### src/rtl/ps2_mouse_rx_if.sv
// PS/2 mouse receiver bus: the raw PS/2 lines in, cursor position, button state and status pulses out.
// master = the PS/2 device side (it drives the lines), slave = ps2_mouse_rx.
interface ps2_mouse_rx_if #(
  parameter int OUTWIDTH = 8
);
  logic                ps2_clk;
  logic                ps2_data;
  logic [OUTWIDTH-1:0] xcursor;
  logic [OUTWIDTH-1:0] ycursor;
  logic                left_click;
  logic                right_click;
  logic                left_level;
  logic                pkt_valid;
  logic                frame_err;

  modport master (
    output ps2_clk, ps2_data,
    input  xcursor, ycursor, left_click, right_click, left_level, pkt_valid, frame_err
  );

  modport slave (
    input  ps2_clk, ps2_data,
    output xcursor, ycursor, left_click, right_click, left_level, pkt_valid, frame_err
  );
endinterface

### src/rtl/ps2_mouse_rx.sv
// Receive-only PS/2 mouse front end: frame deserialiser, 3-byte packet assembler,
// and integrator that turns relative motion into a clamped absolute cursor position plus click pulses.
//
// state   | meaning
// S_IDLE  | waiting for a start bit (a falling clock edge with data low)
// S_SHIFT | collecting data bits 1-8, the parity bit and the stop bit
// S_DONE  | frame finished; byte_valid or byte_err is high in this cycle
module ps2_mouse_rx #(
  parameter int OUTWIDTH    = 8,
  parameter int MINVAL      = 0,
  parameter int MAXVAL      = 255,
  parameter int INIT_X      = 128,
  parameter int INIT_Y      = 128,
  parameter int SHIFT       = 0,
  parameter int FILTER_LEN  = 8,
  parameter int TIMEOUT_CYC = 80000
) (
  input logic           clk,
  input logic           rst,
  ps2_mouse_rx_if.slave bus
);
  // The sum needs at least 10 bits so that a full -256..+255 delta fits alongside the cursor value.
  localparam int SW = (OUTWIDTH + 2 > 10) ? OUTWIDTH + 2 : 10;
  localparam int FW = $clog2(FILTER_LEN + 1);
  localparam int TW = $clog2(TIMEOUT_CYC + 1);
  localparam logic signed [SW-1:0] MIN_S = SW'(MINVAL);
  localparam logic signed [SW-1:0] MAX_S = SW'(MAXVAL);

  typedef enum logic [1:0] {S_IDLE, S_SHIFT, S_DONE} state_t;

  logic          clk_s1, clk_s2, dat_s1, dat_s2;
  logic          clk_filt, fall;
  logic [FW-1:0] filt_cnt;

  always_ff @(posedge clk) begin
    if (rst) begin
      clk_s1   <= 1'b1;
      clk_s2   <= 1'b1;
      dat_s1   <= 1'b1;
      dat_s2   <= 1'b1;
      clk_filt <= 1'b1;
      filt_cnt <= '0;
      fall     <= 1'b0;
    end else begin
      clk_s1 <= bus.ps2_clk;
      clk_s2 <= clk_s1;
      dat_s1 <= bus.ps2_data;
      dat_s2 <= dat_s1;
      fall   <= 1'b0;
      if (clk_s2 == clk_filt) begin
        filt_cnt <= '0;
      end else if (filt_cnt == FW'(FILTER_LEN - 1)) begin
        filt_cnt <= '0;
        clk_filt <= clk_s2;
        fall     <= clk_filt;
      end else begin
        filt_cnt <= filt_cnt + FW'(1);
      end
    end
  end

  state_t        state;
  logic [3:0]    bitcnt;
  logic [7:0]    shreg;
  logic          parity;
  logic [TW-1:0] to_cnt;
  logic          byte_valid, byte_err, to_err;
  logic          frame_ok;

  assign frame_ok = dat_s2 & (^shreg ^ parity);

  // The frame check runs on the stop-bit edge, so the verdict is already registered during S_DONE.
  always_ff @(posedge clk) begin
    if (rst) begin
      state      <= S_IDLE;
      bitcnt     <= 4'd0;
      shreg      <= 8'd0;
      parity     <= 1'b0;
      to_cnt     <= '0;
      byte_valid <= 1'b0;
      byte_err   <= 1'b0;
      to_err     <= 1'b0;
    end else begin
      byte_valid <= 1'b0;
      byte_err   <= 1'b0;
      to_err     <= 1'b0;
      case (state)
        S_IDLE: begin
          if (fall && !dat_s2) begin
            state  <= S_SHIFT;
            bitcnt <= 4'd1;
            to_cnt <= '0;
          end
        end
        S_SHIFT: begin
          if (fall) begin
            to_cnt <= '0;
            bitcnt <= bitcnt + 4'd1;
            if (bitcnt <= 4'd8) begin
              shreg <= {dat_s2, shreg[7:1]};
            end else if (bitcnt == 4'd9) begin
              parity <= dat_s2;
            end else begin
              state      <= S_DONE;
              byte_valid <= frame_ok;
              byte_err   <= ~frame_ok;
            end
          end else if (to_cnt == TW'(TIMEOUT_CYC - 1)) begin
            state  <= S_IDLE;
            to_err <= 1'b1;
          end else begin
            to_cnt <= to_cnt + TW'(1);
          end
        end
        S_DONE:  state <= S_IDLE;
        default: state <= S_IDLE;
      endcase
    end
  end

  function automatic logic [OUTWIDTH-1:0] step(input logic [OUTWIDTH-1:0] cur,
                                               input logic sgn, input logic ovf,
                                               input logic [7:0] mag);
    logic signed [SW-1:0] d;
    logic signed [SW-1:0] s;
    d = ovf ? '0 : {{(SW-9){sgn}}, sgn, mag};
    d = d >>> SHIFT;
    s = $signed({{(SW-OUTWIDTH){1'b0}}, cur}) + d;
    if (s < MIN_S)      step = OUTWIDTH'(MINVAL);
    else if (s > MAX_S) step = OUTWIDTH'(MAXVAL);
    else                step = s[OUTWIDTH-1:0];
  endfunction

  logic [1:0]          idx;
  logic                f_l, f_r, f_xs, f_ys, f_xo, f_yo;
  logic [7:0]          dx_byte;
  logic                prev_l, prev_r;
  logic [OUTWIDTH-1:0] x_q, y_q, nx_x, nx_y;
  logic                lc_q, rc_q, lv_q, pv_q, fe_q;

  always_comb begin
    nx_x = step(x_q, f_xs, f_xo, dx_byte);
    nx_y = step(y_q, f_ys, f_yo, shreg);
  end

  always_ff @(posedge clk) begin
    if (rst) begin
      idx     <= 2'd0;
      {f_l, f_r, f_xs, f_ys, f_xo, f_yo} <= 6'd0;
      dx_byte <= 8'd0;
      prev_l  <= 1'b0;
      prev_r  <= 1'b0;
      x_q     <= OUTWIDTH'(INIT_X);
      y_q     <= OUTWIDTH'(INIT_Y);
      lc_q    <= 1'b0;
      rc_q    <= 1'b0;
      lv_q    <= 1'b0;
      pv_q    <= 1'b0;
      fe_q    <= 1'b0;
    end else begin
      lc_q <= 1'b0;
      rc_q <= 1'b0;
      pv_q <= 1'b0;
      fe_q <= byte_err | to_err;
      if (byte_err || to_err) begin
        idx <= 2'd0;
      end else if (byte_valid) begin
        case (idx)
          2'd0: begin
            // Bit 3 is always set in a header byte; anything else means we are out of step.
            if (shreg[3]) begin
              {f_yo, f_xo, f_ys, f_xs} <= shreg[7:4];
              f_r <= shreg[1];
              f_l <= shreg[0];
              idx <= 2'd1;
            end else begin
              fe_q <= 1'b1;
            end
          end
          2'd1: begin
            dx_byte <= shreg;
            idx     <= 2'd2;
          end
          default: begin
            idx    <= 2'd0;
            x_q    <= nx_x;
            y_q    <= nx_y;
            pv_q   <= 1'b1;
            lc_q   <= f_l & ~prev_l;
            rc_q   <= f_r & ~prev_r;
            lv_q   <= f_l;
            prev_l <= f_l;
            prev_r <= f_r;
          end
        endcase
      end
    end
  end

  assign bus.xcursor     = x_q;
  assign bus.ycursor     = y_q;
  assign bus.left_click  = lc_q;
  assign bus.right_click = rc_q;
  assign bus.left_level  = lv_q;
  assign bus.pkt_valid   = pv_q;
  assign bus.frame_err   = fe_q;
endmodule

### src/flat_wrapper.sv
// flat-port wrapper written by rule: the top's interface ports become plain ports
module ps2_mouse_rx_flat 
#(
  parameter int OUTWIDTH    = 8,
  parameter int MINVAL      = 0,
  parameter int MAXVAL      = 255,
  parameter int INIT_X      = 128,
  parameter int INIT_Y      = 128,
  parameter int SHIFT       = 0,
  parameter int FILTER_LEN  = 8,
  parameter int TIMEOUT_CYC = 80000
)
  (clk, rst, bus_ps2_clk, bus_ps2_data, bus_xcursor, bus_ycursor, bus_left_click, bus_right_click, bus_left_level, bus_pkt_valid, bus_frame_err);
  ps2_mouse_rx_if #(.OUTWIDTH(OUTWIDTH)) bus_i ();
  input logic clk;
  input logic rst;
  input wire logic [$bits(bus_i.ps2_clk)-1:0] bus_ps2_clk;
  input wire logic [$bits(bus_i.ps2_data)-1:0] bus_ps2_data;
  output wire logic [$bits(bus_i.xcursor)-1:0] bus_xcursor;
  output wire logic [$bits(bus_i.ycursor)-1:0] bus_ycursor;
  output wire logic [$bits(bus_i.left_click)-1:0] bus_left_click;
  output wire logic [$bits(bus_i.right_click)-1:0] bus_right_click;
  output wire logic [$bits(bus_i.left_level)-1:0] bus_left_level;
  output wire logic [$bits(bus_i.pkt_valid)-1:0] bus_pkt_valid;
  output wire logic [$bits(bus_i.frame_err)-1:0] bus_frame_err;
  assign bus_i.ps2_clk = bus_ps2_clk;
  assign bus_i.ps2_data = bus_ps2_data;
  assign bus_xcursor = bus_i.xcursor;
  assign bus_ycursor = bus_i.ycursor;
  assign bus_left_click = bus_i.left_click;
  assign bus_right_click = bus_i.right_click;
  assign bus_left_level = bus_i.left_level;
  assign bus_pkt_valid = bus_i.pkt_valid;
  assign bus_frame_err = bus_i.frame_err;
  ps2_mouse_rx #(.OUTWIDTH(OUTWIDTH), .MINVAL(MINVAL), .MAXVAL(MAXVAL), .INIT_X(INIT_X), .INIT_Y(INIT_Y), .SHIFT(SHIFT), .FILTER_LEN(FILTER_LEN), .TIMEOUT_CYC(TIMEOUT_CYC)) u_core (.clk(clk), .rst(rst), .bus(bus_i));
endmodule
### config.mk
export PLATFORM = sky130hd
export DESIGN_NAME = ps2_mouse_rx_flat
export DESIGN_NICKNAME = d
export VERILOG_FILES = /design/src/rtl/ps2_mouse_rx_if.sv /design/src/rtl/ps2_mouse_rx.sv /design/src/flat_wrapper.sv
export SDC_FILE = /design/constraint.sdc
export NUM_CORES = 1
export LEC_CHECK = 0
export BUFFER_PORTS_ARGS = -buffer_cell sky130_fd_sc_hd__clkbuf_2
export CORE_AREA = 2 2 87 89
export CTS_CLUSTER_SIZE = 12
export DETAILED_ROUTE_END_ITERATION = 8
export DIE_AREA = 0 0 89 91
export PLACE_DENSITY = 0.77
export SYNTH_ARGS = -nofsm -noshare
export SYNTH_HDL_FRONTEND = slang
export SYNTH_SLANG_ARGS = --single-unit
### constraint.sdc
create_clock -name clk -period 3.3 [get_ports clk]
set_input_delay 0.165 -clock clk [delete_from_list [all_inputs] [get_ports clk]]
set_output_delay 0.165 -clock clk [all_outputs]
set_load 0.01 [all_outputs]
==> results.py, run 1 <==
metrics = {
    "outcome": {
        "outcome": "finished, final reports clean",
    },
    "route": {
        "wl_per_cell_um": 13.31,
        "drc": 0,
        "viasPerCell": 5.474,
        "first_iter_violations": 105,
        "dr.pass1.iters": 4,
        "antenna_left": 0,
        "vias": 3312,
        "finalWirelength_mm": 8.055,
    },
    "run": {
        "drv_cap": 0,
    },
    "setup_path": {
        "crit_type": "reg2reg",
        "critical_path_arrival_ns": 2.93,
        "r2r_cells": 10,
        "critical_path.endpoint_type": "flop",
        "rrSetupSlack_ns": 0.58,
        "r2r-start": "u_core.shreg[0]",
        "startpoint_type": "flop",
        "crit_required_ns": 3.51,
        "cp_max_fo": 8,
        "worstReg2RegEnd": "u_core.bus.ycursor[7]",
    },
    "synthesis": {
        "yosys.area_share.simple_pct": 22.28,
        "synth_warnings": 0,
        "avgSynthCellArea_um2": 8.845,
        "synth_top_cells_by_count": "dfxtp_1, nor2_1, a21oi_1, nand2_1, mux2i_1",
        "synth_top_family_by_area": "simple AND/OR/NAND/NOR gates",
        "synth_top_area_share_pct": 39.55,
        "ys_ff_latch": 83,
        "synth_compound_area_share_pct": 14.44,
        "synthAdderAreaFrac_pct": 7.207,
        "synth-edff-count": 0,
        "synth-async-reset-ratio_pct": 0,
        "synth_most_common_cell": "dfxtp_1",
        "synth_top_area_cell": "dfxtp_1",
        "yosys-top-cells-area": "dfxtp_1, ha_1, mux2i_1",
        "seq_area_frac_synth_pct": 39.55,
        "synthMuxAreaShare_pct": 6.194,
        "synth-xor-area-share_pct": 7.296,
        "synth_area_um2": 4202,
        "syn-num-nets": 502,
        "synth_top_flop_cell": "dfxtp_1",
        "netlist_instances": 475,
        "synth_cell_types": 57,
    },
    "global_route": {
        "grt_max_degree": 40,
        "grt_pass1_vias": 3234,
        "grt_pass1_wl_mm": 14.20,
        "grt_antenna_before_repair": 0,
        "grt_use_total_pct": 21.87,
        "grt_overflow": 0,
    },
    "pwr": {
        "p_sw_w": 0.0003798,
        "power_w": 0.001764,
        "ir_drop_uv": 360.9,
        "pwr-share-seq_pct": 57.0,
        "p_int_w": 0.001384,
        "power.leakage_nw": 1.877,
        "swShare_pct": 21.53,
        "combPwrFrac_pct": 1.3,
        "powerDensity_nw_per_um2": 381.2,
        "power_frac_clock_pct": 41.7,
    },
    "finish": {
        "layout-drive-gt1-share_pct": 11.07,
        "final_cell_area_um2": 4627,
        "area_delta_synth_final_pct": 10.13,
        "n_fill_cell": 640,
        "n_antenna_cell": 0,
        "fin_nets": 528,
        "final_util_pct": 64.83,
    },
    "die": {
        "initial_core_util_pct": 58.87,
        "dieWidth_um": 89,
        "coreArea_um2": 7137,
        "io_pins": 25,
        "std_cell_rows": 31,
        "dieArea_um2": 8099,
        "dieHeight_um": 91,
    },
    "cts": {
        "cts_tree": "done",
        "post_cts_resized": 0,
        "clk_pin_slew_worst_paths_ns": 0.08,
        "h-tree-depth": 3,
        "cts_inserted_buffers": 9,
        "cts_root_buffer": "clkbuf_8",
        "cts.sinks": 83,
        "cts_buffer_depth": 2,
        "worstSkewPairLatency_ns": 0.35,
    },
    "hold_path": {
        "min-delay-start": "u_core.clk_s1",
        "min_delay_path_depth": 1,
        "hold_path.class": "reg2reg",
        "min_to": "u_core.clk_s2",
    },
    "sta": {
        "fin_skew_ns": 0.008551,
        "fin_crit_sh_pct": 82.56,
        "whs_ns": 0.4162,
        "slew_headroom_pct": 45.00,
        "rsz0062_at_grt": "false",
        "setup_viol": 0,
        "tightest_slew_ns": 0.8205,
        "period_needed_ns": 2.725,
        "setup_tns_ns": 0,
        "slew_viol_final": 0,
        "timing.fmax_ghz": 0.3670,
        "hold_violations": 0,
    },
    "place": {
        "place_congestion": 0.9308,
        "io_buffer_count": 24,
        "dp_hpwl_mm": 5.869,
        "placed_area_um2": 4404,
    },
}
area by class of cell:
cell class              count  area [um2]  area share, %
clock inverters             5       61.31          1.325
well taps                  99       123.9          2.677
multi-input cells         360        2412          52.14
inverters                  19       71.32          1.541
repair buffers             28       155.1          3.353
clock buffers              11       141.4          3.056
flip-flops and latches     83        1662          35.91
routing by layer:
metal	global-route usage, %	part of all wire, %	up-vias
met4	6.592	1.1	0
met2	36.94	49	54
met5	0	0	-
li1	-	-	1710
met3	5.727	3.6	9
met1	26.95	46	1539
worst max path at each step:
stage                                from                     to  slack [ns]  cells past startpoint
final                     u_core.shreg[0]  u_core.bus.ycursor[7]        0.58                     10
after global routing      u_core.shreg[0]  u_core.bus.ycursor[7]        0.39                     10
after CTS                 u_core.shreg[0]  u_core.bus.ycursor[7]        0.60                     10
after detailed placement  u_core.shreg[0]  u_core.bus.ycursor[7]        0.61                     10
after global placement    u_core.shreg[0]  u_core.bus.ycursor[1]        0.72                     10
after floorplan               u_core.f_yo  u_core.bus.ycursor[1]        0.84                     11
power by group through the flow:
stage	Combinational, W	Sequential [W]	Clock [W]
6_report	0.0000229	0.00100	0.000736
5_1_grt	0.0000252	0.00101	0.000799
4_1_cts	0.0000229	0.00100	0.000754
3_5_place_dp	0.0000209	0.00103	0
3_3_place_gp	0.0000208	0.00103	0
2_1_floorplan	0.0000158	0.00103	0
sequential cells by signal, indices dropped and copies added, names as in the netlist, 4 cells and up:
signal	count
u_core.to_cnt	17
u_core.bus.xcursor	8
u_core.bus.ycursor	8
u_core.dx_byte	8
u_core.shreg	8
u_core.bitcnt	4
u_core.filt_cnt	4
cell families after synthesis:
kind of cell | Yosys count
compound gates | 94
xor+xnor | 35
fa+ha+maj | 23
buf+inv | 32
flops | 83
mux | 26
simple gates | 182
stage by stage:
step                      worst slack [ns]  instances
after floorplan                     0.8390        475
after global placement              0.7164        587
after detailed placement            0.6084        587
after CTS                           0.6008        605
after global routing                0.3924        605
final                               0.5754        605
worst max-delay path, stage by stage (launching register included):
cell and delay (ns):
dfxtp_1 0.41, nor2b_1 0.16, ha_1 0.17, inv_1 0.06, fa_1 0.39, nand2b_1 0.21, a211oi_2 0.28, nor4b_1 0.12
a311oi_2 0.55, o21a_1 0.17, o21ai_0 0.07
cell usage in the layout (no fill, tap or decap), types with 3 or more instances in the layout:
master     n
a21o_1    10
a21oi_1   34
a31oi_1    8
and3_1     5
clkbuf_2  24
clkbuf_8  10
dfxtp_1   83
ha_1      21
inv_1     19
mux2i_1   26
nand2_1   31
nand2b_1  12
nand3_1   12
nand4_1    4
nor2_1    66
nor2b_1   18
nor4_1     3
nor4b_1    4
o21a_1     5
o21ai_0   18
or2_2      4
or3_1      6
xnor2_1   19
xor2_1    16
timing repair:
item / CTS / global route
endpoints found under the hold margin: 2 / 0
setup buffers: 0 / 0
hold buffers: 2 / 0
Power figures use the tool's default switching activity.
==> run 2, diff against run 1 <==
--- a/config.mk
+++ b/config.mk
@@ -6,11 +6,11 @@
 export NUM_CORES = 1
 export LEC_CHECK = 0
 export BUFFER_PORTS_ARGS = -buffer_cell sky130_fd_sc_hd__clkbuf_2
-export CORE_AREA = 2 2 87 89
+export CORE_AREA = 2 2 91 93
 export CTS_CLUSTER_SIZE = 12
 export DETAILED_ROUTE_END_ITERATION = 8
-export DIE_AREA = 0 0 89 91
-export PLACE_DENSITY = 0.77
+export DIE_AREA = 0 0 93 95
+export PLACE_DENSITY = 0.74
 export SYNTH_ARGS = -nofsm -noshare
 export SYNTH_HDL_FRONTEND = slang
 export SYNTH_SLANG_ARGS = --single-unit
==> constraint.sdc (replaced) <==
create_clock -name clk -period 2.3 [get_ports clk]
set_input_delay 0.115 -clock clk [delete_from_list [all_inputs] [get_ports clk]]
set_output_delay 0.115 -clock clk [all_outputs]
set_load 0.01 [all_outputs]
==> results.py, run 2 (synthesized netlist as in run 1, its figures left out) <==
metrics = {
    "die": {
        "initial_core_util_pct": 53.00,
        "io_pins": 25,
        "dieWidth_um": 93,
        "dieHeight_um": 95,
        "coreArea_um2": 7928,
        "std_cell_rows": 33,
        "dieArea_um2": 8835,
    },
    "global_route": {
        "grt_pass1_wl_mm": 14.13,
        "grt_overflow": 0,
        "grt_pass1_vias": 3150,
        "grt_max_degree": 54,
        "grt_antenna_before_repair": 0,
        "grt_use_total_pct": 19.98,
    },
    "sta": {
        "period_needed_ns": 2.353,
        "fin_ws_ns": -0.05323,
        "slew_headroom_pct": 55.16,
        "slew_viol_final": 0,
        "setup_viol": 7,
        "fin_skew_ns": 0.008649,
        "timing.fmax_ghz": 0.4249,
        "hold_violations": 0,
        "rsz0062_at_grt": "true",
        "fin_crit_sh_pct": 102.3,
        "tightest_slew_ns": 0.6726,
        "setup_tns_ns": -0.2384,
    },
    "finish": {
        "area_delta_synth_final_pct": 18.23,
        "final_cell_mix": "dfxtp_1, nor2_1, a21oi_1",
        "mostFrequentLayoutCell": "dfxtp_1",
        "fin_nets": 550,
        "largest_reg_flops": 17,
        "n_antenna_cell": 0,
        "layout-drive-gt1-share_pct": 19.32,
        "top_register": "u_core.to_cnt",
        "n_fill_cell": 677,
    },
    "pwr": {
        "combPwrFrac_pct": 1.3,
        "p_int_w": 0.002071,
        "power.leakage_nw": 2.002,
        "p_sw_w": 0.0005988,
        "swShare_pct": 22.43,
        "ir_drop_uv": 372.4,
        "powerDensity_nw_per_um2": 537.5,
        "power_w": 0.002670,
        "power_frac_clock_pct": 44.7,
        "pwr-share-seq_pct": 54.0,
    },
    "cts": {
        "cts_buffer_depth": 2,
        "cts_tree": "done",
        "cts_inserted_buffers": 9,
        "h-tree-depth": 3,
        "cts.sinks": 83,
        "clk_pin_slew_worst_paths_ns": 0.09,
        "cts_root_buffer": "clkbuf_8",
        "worstSkewPairLatency_ns": 0.36,
    },
    "place": {
        "dp_hpwl_mm": 5.982,
        "place_ws_ns": -0.01520,
        "place_congestion": 0.8642,
        "io_buffer_count": 24,
    },
    "setup_path": {
        "cp_max_fo": 4,
        "cpPeakStageDelay_ns": 0.37,
        "crit_type": "reg2reg",
        "crit_required_ns": 2.55,
        "startpoint_type": "flop",
        "worstPathCellList": "nor2b_4, ha_4, inv_2, fa_2, nand2b_4, a211oi_4, nor4b_2, a311oi_2, buf_4, buf_6, a31oi_4",
        "crit_slowest_cell": "fa_2",
        "path_delay_family": "compound AO/OA/AOI/OAI gates",
        "critPathBufInv": 3,
        "critical_path.endpoint_type": "flop",
        "critical_path_arrival_ns": 2.60,
    },
    "route": {
        "antenna_left": 0,
        "viasPerCell": 5.507,
        "finalWirelength_mm": 8.748,
        "dr.pass1.iters": 4,
        "wl_per_cell_um": 13.82,
        "first_iter_violations": 97,
        "drc": 0,
        "vias": 3486,
    },
    "outcome": {
        "violations": "setup timing",
        "outcome": "complete, but fails checks",
    },
    "run": {
        "drv_cap": 0,
    },
    "hold_path": {
        "hold_path.class": "in2reg",
    },
}
[run 2: cell count changes in the layout (fill, tap and decap cells not counted), moves of 3 or more]
| cell | change |
|---|---|
| buf_4 | +20 |
| o21ai_0 | -9 |
| o21ai_1 | +9 |
| dfxtp_1 | -4 |
| dfxtp_2 | +4 |
| ha_1 | -4 |
| nor2b_1 | -3 |
| nor2b_4 | +3 |
[run 2: final cells by class]
type	count	area, um2	area share [%]
flip-flops and latches	83	1667	33.55
well taps	105	131.4	2.645
repair buffers	50	336.6	6.776
inverters	19	71.32	1.436
clock buffers	9	123.9	2.494
clock inverters	7	100.1	2.015
multi-input cells	360	2537	51.08
[run 2: metrics by stage]
stage | cells | hold WS, ns | util, % | cell area (um2)
after CTS | 628 | 0.1195 | 60.89 | 4827
final | 633 | 0.1175 | 62.66 | 4967
after global placement | 610 | 0.2983 | 57.75 | 4578
after floorplan | 475 | 0.2188 | - | 4235
after detailed placement | 610 | 0.3015 | 57.75 | 4578
after global routing | 633 | 0.1446 | 62.66 | 4967
[run 2: worst register-to-register path, delay by kind of cell (launching register included)]
kind                     cells  cell delay, ns
AO/OA/AOI/OAI                3            0.64
adder cells (fa/ha/maj)      2            0.51
buffers and inverters        3            0.33
flip-flops                   1            0.34
AND/OR/NAND/NOR              3            0.41
[run 2: per-layer routing]
layer	vias to the layer above	track usage [%]	part of all wire [%]
met5	-	0	0
met4	0	9.069	2.0
met3	13	2.953	2.2
met2	56	33.39	49
met1	1664	25.61	47
li1	1753	-	-
[run 2: final timing paths]
| kind | end | cells after the start | slack, ns | from |
|---|---|---|---|---|
| setup / recovery | u_core.bus.ycursor[6] | 11 | -0.05 | u_core.shreg[0] |
| hold / removal | u_core.state[0] | 2 | 0.12 | rst |
| setup reg to reg | u_core.bus.ycursor[6] | 11 | -0.05 | u_core.shreg[0] |
| hold reg to reg | u_core.dat_s2 | 1 | 0.42 | u_core.dat_s1 |
[run 2: repair_timing]
action                                 4_1_cts  5_1_grt
setup endpoints to repair                    7       16
resized for setup                            4       29
endpoints found under the hold margin        2        0
buffers inserted                             0        5
pin swaps                                    2       31
hold buffers                                 2        0
[run 2: power groups by stage]
stage	Sequential (W)	Clock, W	Combinational, W
4_1_cts	0.00144	0.00121	0.0000355
6_report	0.00144	0.00119	0.0000355
3_3_place_gp	0.00148	0	0.0000319
5_1_grt	0.00144	0.00127	0.0000393
2_1_floorplan	0.00147	0	0.0000227
3_5_place_dp	0.00148	0	0.0000329
==> run 3, diff against run 2 <==
--- a/config.mk
+++ b/config.mk
@@ -6,11 +6,13 @@
 export NUM_CORES = 1
 export LEC_CHECK = 0
 export BUFFER_PORTS_ARGS = -buffer_cell sky130_fd_sc_hd__clkbuf_2
-export CORE_AREA = 2 2 91 93
+export CELL_PAD_IN_SITES_DETAIL_PLACEMENT = 1
+export CELL_PAD_IN_SITES_GLOBAL_PLACEMENT = 2
+export CORE_AREA = 2 2 115 117
 export CTS_CLUSTER_SIZE = 12
 export DETAILED_ROUTE_END_ITERATION = 8
-export DIE_AREA = 0 0 93 95
-export PLACE_DENSITY = 0.74
+export DIE_AREA = 0 0 117 119
+export PLACE_DENSITY_LB_ADDON = 0.1
 export SYNTH_ARGS = -nofsm -noshare
 export SYNTH_HDL_FRONTEND = slang
 export SYNTH_SLANG_ARGS = --single-unit
==> results.py, run 3 (synthesized netlist as in run 1, its figures left out) <==
metrics = {
    "outcome": {
        "outcome": "complete, but fails checks",
        "violations": "setup timing",
    },
    "setup_path": {
        "startpoint_type": "flop",
        "cp-startpoint": "u_core.dx_byte[0]",
        "cp_max_fo": 2,
        "crit_required_ns": 2.52,
        "crit_type": "reg2reg",
        "critical_path_arrival_ns": 2.59,
        "r2r-start": "u_core.dx_byte[0]",
        "critical_path.endpoint_type": "flop",
    },
    "sta": {
        "fin_skew_ns": 0.006821,
        "timing.fmax_ghz": 0.4217,
        "slew_viol_final": 0,
        "fin_crit_sh_pct": 103.1,
        "tightest_slew_ns": 0.6298,
        "period_needed_ns": 2.371,
        "hold_violations": 0,
        "setup_viol": 7,
        "slew_headroom_pct": 57.57,
        "fin_ws_ns": -0.07130,
        "rsz0062_at_grt": "true",
    },
    "finish": {
        "fin_nets": 565,
        "final_util_pct": 40.88,
        "n_fill_cell": 1514,
        "n_antenna_cell": 0,
        "layout-drive-gt1-share_pct": 23.39,
        "final_cell_mix": "dfxtp_1, nor2_1, buf_4",
        "top_register": "u_core.to_cnt",
        "area_delta_synth_final_pct": 25.28,
        "final_cell_area_um2": 5264,
        "largest_reg_flops": 17,
        "mostFrequentLayoutCell": "dfxtp_1",
        "multi_input_area_um2": 2555,
        "register_area_um2": 1667,
    },
    "run": {
        "drv_cap": 0,
    },
    "route": {
        "viasPerCell": 4.896,
        "first_iter_violations": 127,
        "vias": 3520,
        "wl_per_cell_um": 14.07,
        "drc": 0,
        "dr.pass1.iters": 4,
        "finalWirelength_mm": 10.12,
        "antenna_left": 0,
    },
    "cts": {
        "cts_root_buffer": "clkbuf_16",
        "cts_buffer_depth": 2,
        "cts.sinks": 83,
        "worstSkewPairLatency_ns": 0.34,
        "clk_pin_slew_worst_paths_ns": 0.06,
        "cts_tree": "done",
        "cts_inserted_buffers": 9,
        "h-tree-depth": 3,
    },
    "hold_path": {
        "hold_path.class": "in2reg",
        "min-delay-start": "rst",
    },
    "pwr": {
        "powerDensity_nw_per_um2": 568.0,
        "ir_drop_uv": 262.4,
        "power.leakage_nw": 2.127,
    },
    "die": {
        "io_pins": 25,
        "dieArea_um2": 13920,
        "coreArea_um2": 12870,
        "dieHeight_um": 119,
        "dieWidth_um": 117,
        "initial_core_util_pct": 32.63,
        "std_cell_rows": 42,
    },
    "global_route": {
        "grt_use_total_pct": 15.91,
        "grt_overflow": 0,
        "grt_pass1_wl_mm": 17.55,
        "grt_pass1_vias": 3670,
        "grt_max_degree": 29,
        "grt_antenna_before_repair": 0,
    },
    "place": {
        "dp_hpwl_mm": 7.409,
        "place_congestion": 0.7802,
        "io_buffer_count": 24,
        "placed_area_um2": 4752,
    },
}
-- run 3: changes by cell type in the layout (fill, tap and decap cells not counted), sizes merged --
cell	delta
inv	-2
clkbuf	+2
bufinv	-1
clkinvlp	-2
buf	+15
clkinv	+3
-- run 3: repair_timing --
action | CTS | global route
resized for setup | 13 | 29
hold buffers | 2 | 0
setup endpoints to repair | 15 | 16
setup buffers | 4 | 3
pin swaps | 15 | 23
endpoints found under the hold margin | 2 | 0
-- run 3: critical path, cell delays in order, from the launching register on --
cell and delay [ns]:
dfxtp_2 0.32, nor2b_4 0.15, ha_4 0.14, inv_2 0.04, fa_2 0.41, nor2b_4 0.15
o2111ai_2 0.16, and3_1 0.20, o32a_1 0.35, buf_4 0.15, o21ai_2 0.12, a21oi_2 0.07
-- run 3: layout make-up --
type	instances	area share, %
clock buffer	11	4.802
clock inverter	5	1.165
inverter	19	1.355
multi-input combinational	360	48.54
sequential	83	31.66
tap	176	4.183
timing repair buffer	65	8.296
-- run 3: layer usage --
metal  global-route usage, %  vias up  share of wire [%]
met5                       0        -                  0
met4                   6.985        0                2.3
met3                   2.595       16                1.8
met2                   26.34       28                 49
met1                   20.18     1695                 47
li1                        -     1781                  -
-- run 3: stage by stage --
step	total power, W	setup TNS [ns]	instances	setup slack (ns)	hold WS (ns)
after floorplan	0.001498	-0.06622	475	-0.01438	0.2188
after global placement	0.001511	0	694	0.02025	0.3009
after detailed placement	0.001512	-0.7195	694	-0.1118	0.3018
after CTS	0.003050	-0.06718	716	-0.01753	0.1985
after global routing	0.003100	-1.472	719	-0.1604	0.2369
final	0.002990	-0.3409	719	-0.07130	0.1985
-- run 3: worst paths after layout --
path / end / slack (ns) / cells past startpoint
worst min-delay path: u_core.to_cnt[1] / 0.20 / 2
worst max-delay path: u_core.bus.xcursor[6] / -0.07 / 11
worst min register to register: u_core.dat_s2 / 0.41 / 1
worst max register to register: u_core.bus.xcursor[6] / -0.07 / 11
-- run 3: power breakdown --
part           switching (W)  internal [W]   total, W  leakage [nW]
logic              0.0000265     0.0000115  0.0000380          1.30
clock network       0.000604      0.000904    0.00151         0.156
registers         0.00000250       0.00144    0.00144         0.671
